File: config.mk
export PLATFORM = sky130hd
export DESIGN_NAME = urv_regfile_ng
export DESIGN_NICKNAME = d
export VERILOG_FILES = /design/src/rtl/urv_regfile_ng.sv
export SDC_FILE = /design/constraint.sdc
export NUM_CORES = 1
export LEC_CHECK = 0
export CORE_UTILIZATION = 40
export DETAILED_ROUTE_END_ITERATION = 8
export PLACE_DENSITY = 0.52
export SYNTH_ARGS = -nofsm -noshare
export SYNTH_HDL_FRONTEND = slang
export SYNTH_SLANG_ARGS = --single-unit
File: constraint.sdc
create_clock -name clk_i -period 3.4 [get_ports clk_i]
set_input_delay 0.68 -clock clk_i [delete_from_list [all_inputs] [get_ports clk_i]]
set_output_delay 0.68 -clock clk_i [all_outputs]
set_load 0.01 [all_outputs]
File: src/rtl/urv_regfile_ng.sv
// urv_regfile_ng: dual-bank replicated register file with bypass and optional ECC scrubber
module urv_regfile_ng #(
   parameter int g_num_regs       = 32,
   parameter int g_with_ecc       = 0,
   parameter int g_scrub_interval = 64
) (
   input  logic        clk_i,
   input  logic        rst_i,
   input  logic        d_stall_i,
   input  logic [4:0]  rf_rs1_i,
   input  logic [4:0]  rf_rs2_i,
   input  logic [4:0]  d_rs1_i,
   input  logic [4:0]  d_rs2_i,
   output logic [31:0] x_rs1_value_o,
   output logic [31:0] x_rs2_value_o,
   output logic        x_rs1_ecc_err_o,
   output logic        x_rs2_ecc_err_o,
   input  logic [4:0]  w_rd_i,
   input  logic [31:0] w_rd_value_i,
   input  logic [6:0]  w_rd_ecc_i,
   input  logic        w_rd_store_i,
   input  logic        w_bypass_rd_write_i,
   input  logic [31:0] w_bypass_rd_value_i,
   input  logic        scrub_en_i,
   output logic        scrub_busy_o,
   output logic [15:0] scrub_corrected_o,
   output logic        scrub_uncorr_o
);

   function automatic logic [6:0] f_ecc(input logic [31:0] d);
      logic [6:0] c;
      int p;
      c = '0;
      for (int j = 0; j < 32; j++) begin
         p = j + 3 + int'(j >= 1) + int'(j >= 4) + int'(j >= 11) + int'(j >= 26);
         if (d[j]) c = c ^ {1'b1, p[5:0]};
      end
      return c;
   endfunction

   function automatic logic f_ok(input logic [4:0] a);
      return a != 5'd0 && 32'(a) < g_num_regs;
   endfunction

   logic [38:0] r_bank0 [0:31];
   logic [38:0] r_bank1 [0:31];
   logic [38:0] r_rd1, r_rd2;
   logic        r_z1, r_z2, r_wb1, r_wb2;
   logic [31:0] r_wval;
   logic [4:0]  r_k;
   logic        w_st_ok, w_fix, w_wen, w_xb1, w_xb2;
   logic [4:0]  w_waddr;
   logic [38:0] w_wdata, w_fix_data;

   assign w_st_ok = w_rd_store_i && f_ok(w_rd_i);
   assign w_wen   = w_st_ok || w_fix;
   assign w_waddr = w_st_ok ? w_rd_i : r_k;
   assign w_wdata = w_st_ok ? {w_rd_ecc_i, w_rd_value_i} : w_fix_data;
   assign w_xb1   = w_bypass_rd_write_i && w_rd_i == d_rs1_i && w_rd_i != 5'd0;
   assign w_xb2   = w_bypass_rd_write_i && w_rd_i == d_rs2_i && w_rd_i != 5'd0;

   // Shared write port: pipeline store has priority, both replicas always written together
   always_ff @(posedge clk_i) begin
      if (w_wen) begin
         r_bank0[w_waddr] <= w_wdata;
         r_bank1[w_waddr] <= w_wdata;
      end
   end

   // Pipeline read ports, bank0 for rs1 and bank1 for rs2, held during stall
   always_ff @(posedge clk_i) begin
      if (!d_stall_i) begin
         r_rd1 <= r_bank0[rf_rs1_i];
         r_rd2 <= r_bank1[rf_rs2_i];
         r_z1  <= !f_ok(rf_rs1_i);
         r_z2  <= !f_ok(rf_rs2_i);
      end
   end

   // W-bypass flags: a valid store to the register being read this cycle
   always_ff @(posedge clk_i) begin
      if (rst_i) begin
         r_wb1 <= 1'b0;
         r_wb2 <= 1'b0;
      end else if (!d_stall_i) begin
         r_wb1 <= w_st_ok && rf_rs1_i == w_rd_i;
         r_wb2 <= w_st_ok && rf_rs2_i == w_rd_i;
      end
   end

   // Last stored value, only pipeline stores update it
   always_ff @(posedge clk_i) begin
      if (w_rd_store_i) r_wval <= w_rd_value_i;
   end

   // Operand select: X-bypass, then W-bypass, then zero/out-of-range, then bank data
   always_comb begin
      x_rs1_value_o   = w_xb1 ? w_bypass_rd_value_i : r_wb1 ? r_wval : r_z1 ? 32'd0 : r_rd1[31:0];
      x_rs2_value_o   = w_xb2 ? w_bypass_rd_value_i : r_wb2 ? r_wval : r_z2 ? 32'd0 : r_rd2[31:0];
      x_rs1_ecc_err_o = g_with_ecc != 0 && !w_xb1 && !r_wb1 && !r_z1 && f_ecc(r_rd1[31:0]) != r_rd1[38:32];
      x_rs2_ecc_err_o = g_with_ecc != 0 && !w_xb2 && !r_wb2 && !r_z2 && f_ecc(r_rd2[31:0]) != r_rd2[38:32];
   end

   if (g_with_ecc != 0) begin : g_scrub
      typedef enum logic [2:0] {S_IDLE, S_WAIT, S_READ, S_CHECK, S_FIX} t_state;
      t_state      r_state;
      logic [15:0] r_cnt, r_corr;
      logic [38:0] r_s0, r_s1;
      logic        r_unc;
      logic        w_hit, w_e0, w_e1;
      logic [4:0]  w_knext;
      assign w_hit      = w_rd_store_i && w_rd_i == r_k;
      assign w_e0       = f_ecc(r_s0[31:0]) != r_s0[38:32];
      assign w_e1       = f_ecc(r_s1[31:0]) != r_s1[38:32];
      assign w_knext    = r_k == 5'(g_num_regs - 1) ? 5'd1 : r_k + 5'd1;
      assign w_fix      = r_state == S_FIX && scrub_en_i && !rst_i && !w_rd_store_i;
      assign w_fix_data = w_e0 ? r_s1 : r_s0;
      assign scrub_busy_o      = r_state == S_READ || r_state == S_CHECK || r_state == S_FIX;
      assign scrub_corrected_o = r_corr;
      assign scrub_uncorr_o    = r_unc;

      // Scrub read port samples both replicas at index k
      always_ff @(posedge clk_i) begin
         if (r_state == S_READ) begin
            r_s0 <= r_bank0[r_k];
            r_s1 <= r_bank1[r_k];
         end
      end

      // Scrubber sequencing; a store to k abandons the current word without advancing
      always_ff @(posedge clk_i) begin
         if (rst_i) begin
            r_state <= S_IDLE;
            r_k     <= 5'd1;
            r_cnt   <= '0;
            r_corr  <= '0;
            r_unc   <= 1'b0;
         end else if (!scrub_en_i) begin
            r_state <= S_IDLE;
         end else begin
            case (r_state)
               S_IDLE: begin
                  r_state <= S_WAIT;
                  r_cnt   <= 16'(g_scrub_interval - 1);
               end
               S_WAIT: begin
                  if (r_cnt == 16'd0) begin
                     r_state <= S_READ;
                     r_cnt   <= 16'(g_scrub_interval - 1);
                  end else begin
                     r_cnt <= r_cnt - 16'd1;
                  end
               end
               S_READ: r_state <= w_hit ? S_WAIT : S_CHECK;
               S_CHECK: begin
                  if (w_hit) begin
                     r_state <= S_WAIT;
                  end else if (w_e0 != w_e1) begin
                     r_state <= S_FIX;
                  end else begin
                     r_unc   <= r_unc | w_e0;
                     r_k     <= w_knext;
                     r_state <= S_WAIT;
                  end
               end
               S_FIX: begin
                  if (w_hit) begin
                     r_state <= S_WAIT;
                  end else if (!w_rd_store_i) begin
                     r_corr  <= r_corr + 16'(r_corr != 16'hFFFF);
                     r_k     <= w_knext;
                     r_state <= S_WAIT;
                  end
               end
               default: r_state <= S_IDLE;
            endcase
         end
      end
   end else begin : g_noscrub
      assign r_k               = 5'd1;
      assign w_fix             = 1'b0;
      assign w_fix_data        = '0;
      assign scrub_busy_o      = 1'b0;
      assign scrub_corrected_o = '0;
      assign scrub_uncorr_o    = 1'b0;
   end

endmodule
==> results of run 1 <==
[critical path: cells and delay by family]
kind            cells  cell delay [ns]
compound gates      1             0.11
simple gates        2             0.44
buf+inv             5             1.30
xor+xnor            1             0.12
[layout by cell type (no fill, tap or decap), types with 4 or more instances in the layout]
cell / instances
edfxtp_1: 1122
mux2i_1: 640
a22oi_1: 214
buf_4: 203
mux4_2: 192
nand2_1: 165
a21oi_1: 150
clkbuf_16: 124
buf_12: 105
nand3_1: 102
a22o_1: 84
clkdlybuf4s50_1: 81
o21ai_0: 56
conb_1: 52
nor3_1: 37
nor2_4: 35
o221ai_1: 32
o22ai_1: 32
a31oi_1: 32
and2_1: 32
clkinv_1: 28
clkinv_2: 24
clkdlybuf4s15_1: 21
clkbuf_2: 21
a2111oi_0: 18
clkbuf_1: 17
bufinv_16: 17
dlygate4sd2_1: 13
a211oi_1: 12
xor2_1: 12
buf_2: 10
o21ai_1: 8
xnor2_1: 6
buf_16: 5
clkdlybuf4s15_2: 5
clkinv_8: 4
clkinvlp_4: 4
buf_6: 4
[path summary, 6_finish.rpt]
path / from / endpoint / slack (ns) / cells after the start
setup / recovery: d_rs2_i[1] / x_rs2_value_o[6] / 0.04 / 9
setup reg to reg: r_bank1[15][18] / r_rd2[18] / 1.02 / 5
hold reg to reg: r_bank0[25][25] / r_rd1[25] / 0.74 / 4
hold / removal: w_rd_store_i / r_wval[31] / 0.51 / 2
[flip-flops by register name (all words and copies together), names as in the netlist]
signal and flops:
r_z1 1, r_wb2 1, r_rd2 32, r_rd1 32, r_z2 1, r_bank1 992, r_wval 32, r_bank0 32
r_wb1 1
[power groups by stage]
stage / combinational [mW] / clock, mW / sequential [mW]
6_report: 3.00 / 13.4 / 15.8
5_1_grt: 3.14 / 14.1 / 15.8
4_1_cts: 2.99 / 13.6 / 15.7
3_5_place_dp: 2.99 / 0 / 16.0
3_3_place_gp: 2.96 / 0 / 16.0
2_1_floorplan: 1.61 / 0 / 15.9
[final cells by class]
| class | count | area (um2) |
|---|---|---|
| Fill cell | 11000 | 66800 |
| Sequential cell | 1124 | 33700 |
| Multi-Input combinational cell | 1947 | 17700 |
| Timing Repair Buffer | 473 | 5240 |
| Clock buffer | 140 | 3140 |
| Tap cell | 1742 | 2180 |
| Clock inverter | 80 | 861 |
| Inverter | 1 | 5.00 |
| Antenna cell | 2 | 5.00 |
[routing by layer]
| metal | wire, um | GRT usage (%) | vias to the layer above |
|---|---|---|---|
| met1 | 78800 | 38.9 | 18200 |
| li1 | - | - | 14200 |
| met3 | 16100 | 5.10 | 367 |
| met2 | 86900 | 44.5 | 1880 |
| met4 | 6080 | 8.87 | 6 |
| met5 | 84 | 0 | - |
[cells by family (layout without fill, tap and decap cells)]
kind of cell,after synthesis,count (layout),synth area share (%)
other cells,1,54,0.00717
buf+inv,283,694,2.62
xor+xnor,20,20,0.335
simple gates,399,399,3.52
mux,832,832,20.5
compound gates,644,644,8.45
flops,1124,1124,64.5
[timing repair]
action                     4_1_cts  5_1_grt
pin swaps                        7        5
gates cloned                     4        1
gates resized for setup        126       69
setup buffers                   13        1
setup endpoints to repair       64       61
==> results.md, run 1 <==
* Status: finished clean
* Largest net degree at the start of global routing at 79
* Post-Syn Area at 52,300 um2
* Top-count cell post-synth: edfxtp_1
* CTS tree: yes
* Layout cells sized above 1 at 20.7%
* First-pass GRT wire length at 261 mm
* Cts bufs inserted at 121
* Placed insts at 5,268
* Yosys cell types at 41
* Clock share of power at 41.7%
* Routed Antenna Nets at 0
* Crit end category: output port
* Comb power frac at 9.3%
* Pwr dens at 512 nW/um2
* Die W at 364 um
* Final WS setup at 0.0357 ns
* Fin nets at 3,770
* Final Critical Period at 3.36 ns
* CTS sink cnt at 1,124
* Asr flop ratio synth at 0%
* Remaining DRCs at 0
* 1st-pass router iterations at 6
* Fin cells at 5,509
* Total die area at 132,000 um2
* I/O Pins at 186
* Utilization after layout at 48.5%
* Yosys reg bits at 1,124
* Achievable Freq at 297 MHz
* Crit start category: primary input
* Total power at 32.2 mW
* Post-DP Area at 58,700 um2
* Top_reg_cell synth: edfxtp_1
* Clock Path Buffers at 3
* Power share of the sequential group at 49.0%
* Ys Warns at 0
* Max Fanout on Critical Path at 16
* Clock skew at 0.0164 ns
* Crit path largest cell delay at 0.48 ns
* Slowest CP cell: clkdlybuf4s50_1
* CP Cell Sequence: clkdlybuf4s50_1, xnor2_1, nand3_1, nor4_4, buf_6, buf_12, buf_16, o21ai_0, dlygate4sd2_1
* Post-DP HPWL at 112 mm
* Wire per inst at 34.1 um
* Leakage at 20.8 nW
* Yosys top cell area share at 64.5%
* GRT overflow at 0
* Arrival time worst endpoint at 2.68 ns
* Total track usage at 28.0%
* Final Instance Area at 62,800 um2
* Final worst path period share at 98.9%
* Root Driver: clkbuf_16
* IO buf count at 157
* Slew HR at 17.7%
* Net Sw Frac at 23.5%
* Row cnt at 132
* Hold buffers post-CTS at 0
* Sw power at 7.55 mW
* GP Congestion at 0.843
* Initial Utilization at 40.3%
* DRT iter0 DRCs at 3,889
* Slew at the pin closest to its max-slew limit at 1.24 ns
* Hold/Removal Path Class: primary input to flip-flop
* Critical Path RT at 2.72 ns
* Setup TNS at 0 ns
* Synth Instances at 3,303
* Max-slew violations at 0
* Register area share after synthesis at 64.5%
* Post-synth EDFFs at 1,122
* Mean Syn Cell Area at 15.8 um2
* Via density at 6.29
* Die height at 364 um
* # setup viols final at 0
* Core ar. at 130,000 um2
* Clk_lat worst skew at 0.73 ns
* Leading area contributor after synthesis: edfxtp_1
* H-tree depth at 3
* Pre-CTS WS at -0.499 ns
* Synth cell count leaders: edfxtp_1 (1,122), mux2i_1 (640), a22oi_1 (214)
* Cell Int Power at 24.6 mW
* Vias in the first global route at 34,900
* RSZ-0062 raised after global routing: yes
* Routed WL at 188 mm
* Leading post-synthesis cells by cell area: edfxtp_1 (64%), mux2i_1 (12%), mux4_2 (8.3%)
* CTS clock-pin slew for the worst setup and hold paths at 0.06 ns
* Vias at 34,700
* Final Hold Vio Count at 0
* Maximum VDD drop at 418 uV
* Kind of critical path: primary input to output port
* Initial antenna violation count at 7
* Max-cap viol count at 0
* Area delta synth->final at 20.2%
* Worst-case hold slack at 0.509 ns
Power figures use the tool's default switching activity.
==> inputs of run 2 (changes only) <==
--- a/config.mk
+++ b/config.mk
@@ -6,6 +6,7 @@
 export NUM_CORES = 1
 export LEC_CHECK = 0
 export CORE_UTILIZATION = 40
+export CTS_BUF_LIST = sky130_fd_sc_hd__clkbuf_8
 export DETAILED_ROUTE_END_ITERATION = 8
 export PLACE_DENSITY = 0.52
 export SYNTH_ARGS = -nofsm -noshare
==> run 2 against run 1 <==
Net effect:
- design area down 0.95%
- register-to-register slack about the same
- sequential share of layout area rose by 0.51 points
- worst setup slack improved by 0.011 ns
- flip-flop and latch count unchanged
- via count rose by 0.64%
- clock power down 14%
- hold slack lost 0.15 ns
- routed wire length up 0.32%
- fmax rose by 0.34%
- combinational power about the same
==> results.md, run 2 (same netlist as run 1, synthesis figures left out) <==
* Max-cap viol count at 0 (unchanged)
* Arrival time worst endpoint at 2.67 ns (was 2.68 ns)
* Most common cell after layout, fill and taps aside: edfxtp_1 (unchanged)
* GRT overflow at 0 (unchanged)
* Total power at 30.2 mW (was 32.2 mW)
* H-tree depth at 4 (was 3)
* Largest net degree at the start of global routing at 79 (unchanged)
* Root Driver: clkbuf_8 (was clkbuf_16)
* Largest register by flop count: r_bank1 (unchanged)
* Pwr dens at 485 nW/um2 (was 512 nW/um2)
* CTS sink cnt at 1,124 (unchanged)
* Placed insts at 5,268 (unchanged)
* Fillcell total at 11,100 (was 11,000)
* Leakage at 20.8 nW (about the same)
* Critical Path RT at 2.72 ns (about the same)
* Vias in the first global route at 35,600 (was 34,900)
* Net Sw Frac at 25.1% (was 23.5%)
* Register area at 33,700 um2 (unchanged)
* Crit end category: output port (unchanged)
* Vias at 34,900 (was 34,700)
* Initial Utilization at 40.3% (unchanged)
* Power share of the sequential group at 52.1% (was 49.0%)
* 1st-pass router iterations at 6 (unchanged)
* Sw power at 7.60 mW (was 7.55 mW)
* Final Critical Period at 3.35 ns (was 3.36 ns)
* Row cnt at 132 (unchanged)
* Max-slew violations at 0 (unchanged)
* First-pass GRT wire length at 263 mm (was 261 mm)
* Cts bufs inserted at 188 (was 121)
* Clk_lat worst skew at 0.89 ns (was 0.73 ns)
* Remaining DRCs at 0 (unchanged)
* CTS clock-pin slew for the worst setup and hold paths at 0.06 ns (about the same)
* Most frequent cells in the layout: edfxtp_1 (1,122), mux2i_1 (640), a22oi_1 (214), buf_4 (203), clkbuf_8 (193) (was edfxtp_1 (1,122), mux2i_1 (640), a22oi_1 (214), buf_4 (203), mux4_2 (192))
* Max Fanout on Critical Path at 5 (was 16)
* Core ar. at 130,000 um2 (unchanged)
* Total track usage at 28.2% (was 28.0%)
* Crit start category: primary input (unchanged)
* I/O Pins at 186 (unchanged)
* # setup viols final at 0 (unchanged)
* Comb power frac at 9.9% (was 9.3%)
* Kind of critical path: primary input to output port (unchanged)
* Area occupied by multi-input gates at 17,700 um2 (unchanged)
* Worst-case hold slack at 0.361 ns (was 0.509 ns)
* Die W at 364 um (unchanged)
* RSZ-0062 raised after global routing: yes (unchanged)
* Hold buffers post-CTS at 0 (unchanged)
* Slew at the pin closest to its max-slew limit at 1.16 ns (was 1.24 ns)
* Setup TNS at 0 ns (unchanged)
* Clock share of power at 38.0% (was 41.7%)
* Via density at 6.20 (was 6.29)
* Clock Path Buffers at 3 (unchanged)
* Maximum VDD drop at 391 uV (was 418 uV)
* Total die area at 132,000 um2 (unchanged)
* Final Hold Vio Count at 0 (unchanged)
* Die height at 364 um (unchanged)
* Fin nets at 3,837 (was 3,770)
* Final worst path period share at 98.6% (was 98.9%)
* Routed Antenna Nets at 0 (unchanged)
* Slew HR at 22.7% (was 17.7%)
* Initial antenna violation count at 6 (was 7)
* Fin cells at 5,623 (was 5,509)
* Max reg flops at 992 (unchanged)
* Wire per inst at 33.6 um (was 34.1 um)
* DRT iter0 DRCs at 4,070 (was 3,889)
* Achievable Freq at 298 MHz (was 297 MHz)
* Routed WL at 189 mm (was 188 mm)
* IO buf count at 157 (unchanged)
* Final WS setup at 0.0470 ns (was 0.0357 ns)
* Clock skew at 0.0392 ns (was 0.0164 ns)
* Status: finished clean (unchanged)
* Area delta synth->final at 19.1% (was 20.2%)
* GP Congestion at 0.843 (unchanged)
* Hold/Removal Path Class: primary input to flip-flop (unchanged)
* Layout cells sized above 1 at 21.7% (was 20.7%)
* Post-DP HPWL at 112 mm (unchanged)
* Cell Int Power at 22.6 mW (was 24.6 mW)
* Pre-CTS WS at -0.499 ns (unchanged)
* CTS tree: yes (unchanged)
## run 2: cell count changes in the layout (fill, tap and decap cells not counted), moves of 2 or more
cell,change
buf_2,+8
bufinv_16,-9
clkbuf_1,-17
clkbuf_16,-123
clkbuf_2,-2
clkbuf_8,+193
clkdlybuf4s15_1,-9
clkdlybuf4s15_2,-2
clkinv_1,+30
clkinv_4,-2
clkinv_8,-4
dlygate4sd2_1,+5
inv_1,+44
## run 2: metrics by stage
step | instance area, um2 | util, %
finish | 62300 | 48.0
global route | 62200 | 48.0
CTS | 62400 | 48.1
detailed placement | 58700 | 45.2
global placement | 58700 | 45.2
floorplan | 52500 | -
## run 2: what timing repair did
action,in CTS,in global routing
pin swaps,5,5
hold endpoints to repair,0,0
gates cloned,4,1
endpoints found under the setup margin,64,59
buffers inserted,15,1
gates resized for setup,140,64
## run 2: area by class of cell
cell class,count,share of cell area (%)
timing repair buffer,473,8.32
sequential,1124,54.2
clock buffer,193,4.27
tap,1742,3.50
multi-input combinational,1947,28.4
inverter,1,0.00804
clock inverter,141,1.29
antenna,2,0.00804
## run 2: power by group through the flow
stage | Combinational (mW) | Clock [mW] | Sequential (mW)
finish | 2.99 | 11.5 | 15.8
global placement | 2.96 | 0 | 16.0
detailed placement | 2.99 | 0 | 16.0
global route | 3.14 | 12.2 | 15.8
floorplan | 1.61 | 0 | 15.9
CTS | 2.98 | 11.7 | 15.7
## run 2: worst paths after layout
kind	startpoint	end	slack, ns	cells after the start
worst max-delay path	d_rs1_i[1]	x_rs1_value_o[0]	0.05	10
worst min-delay path	w_rd_store_i	r_wval[31]	0.36	2
worst max register to register	r_bank1[15][29]	r_rd2[29]	1.01	5
worst min register to register	r_bank0[25][13]	r_rd1[13]	0.74	4
## run 2: critical path, cell delays in order
cell and delay [ns]:
clkdlybuf4s50_1 0.48, xnor2_1 0.12, nand3_1 0.16, nor4_4 0.38
buf_12 0.20, buf_4 0.12, buf_4 0.12, nand2_1 0.05
o21ai_0 0.09, clkdlybuf4s15_1 0.27
## run 2: routing by layer
metal  vias up  GRT usage, %  share of wire (%)
li1      14300             -                  -
met1     18300          38.5                 41
met2      1934          44.4                 46
met3       380          6.14                9.3
met4         2          9.94                3.1
met5         -             0             0.0069
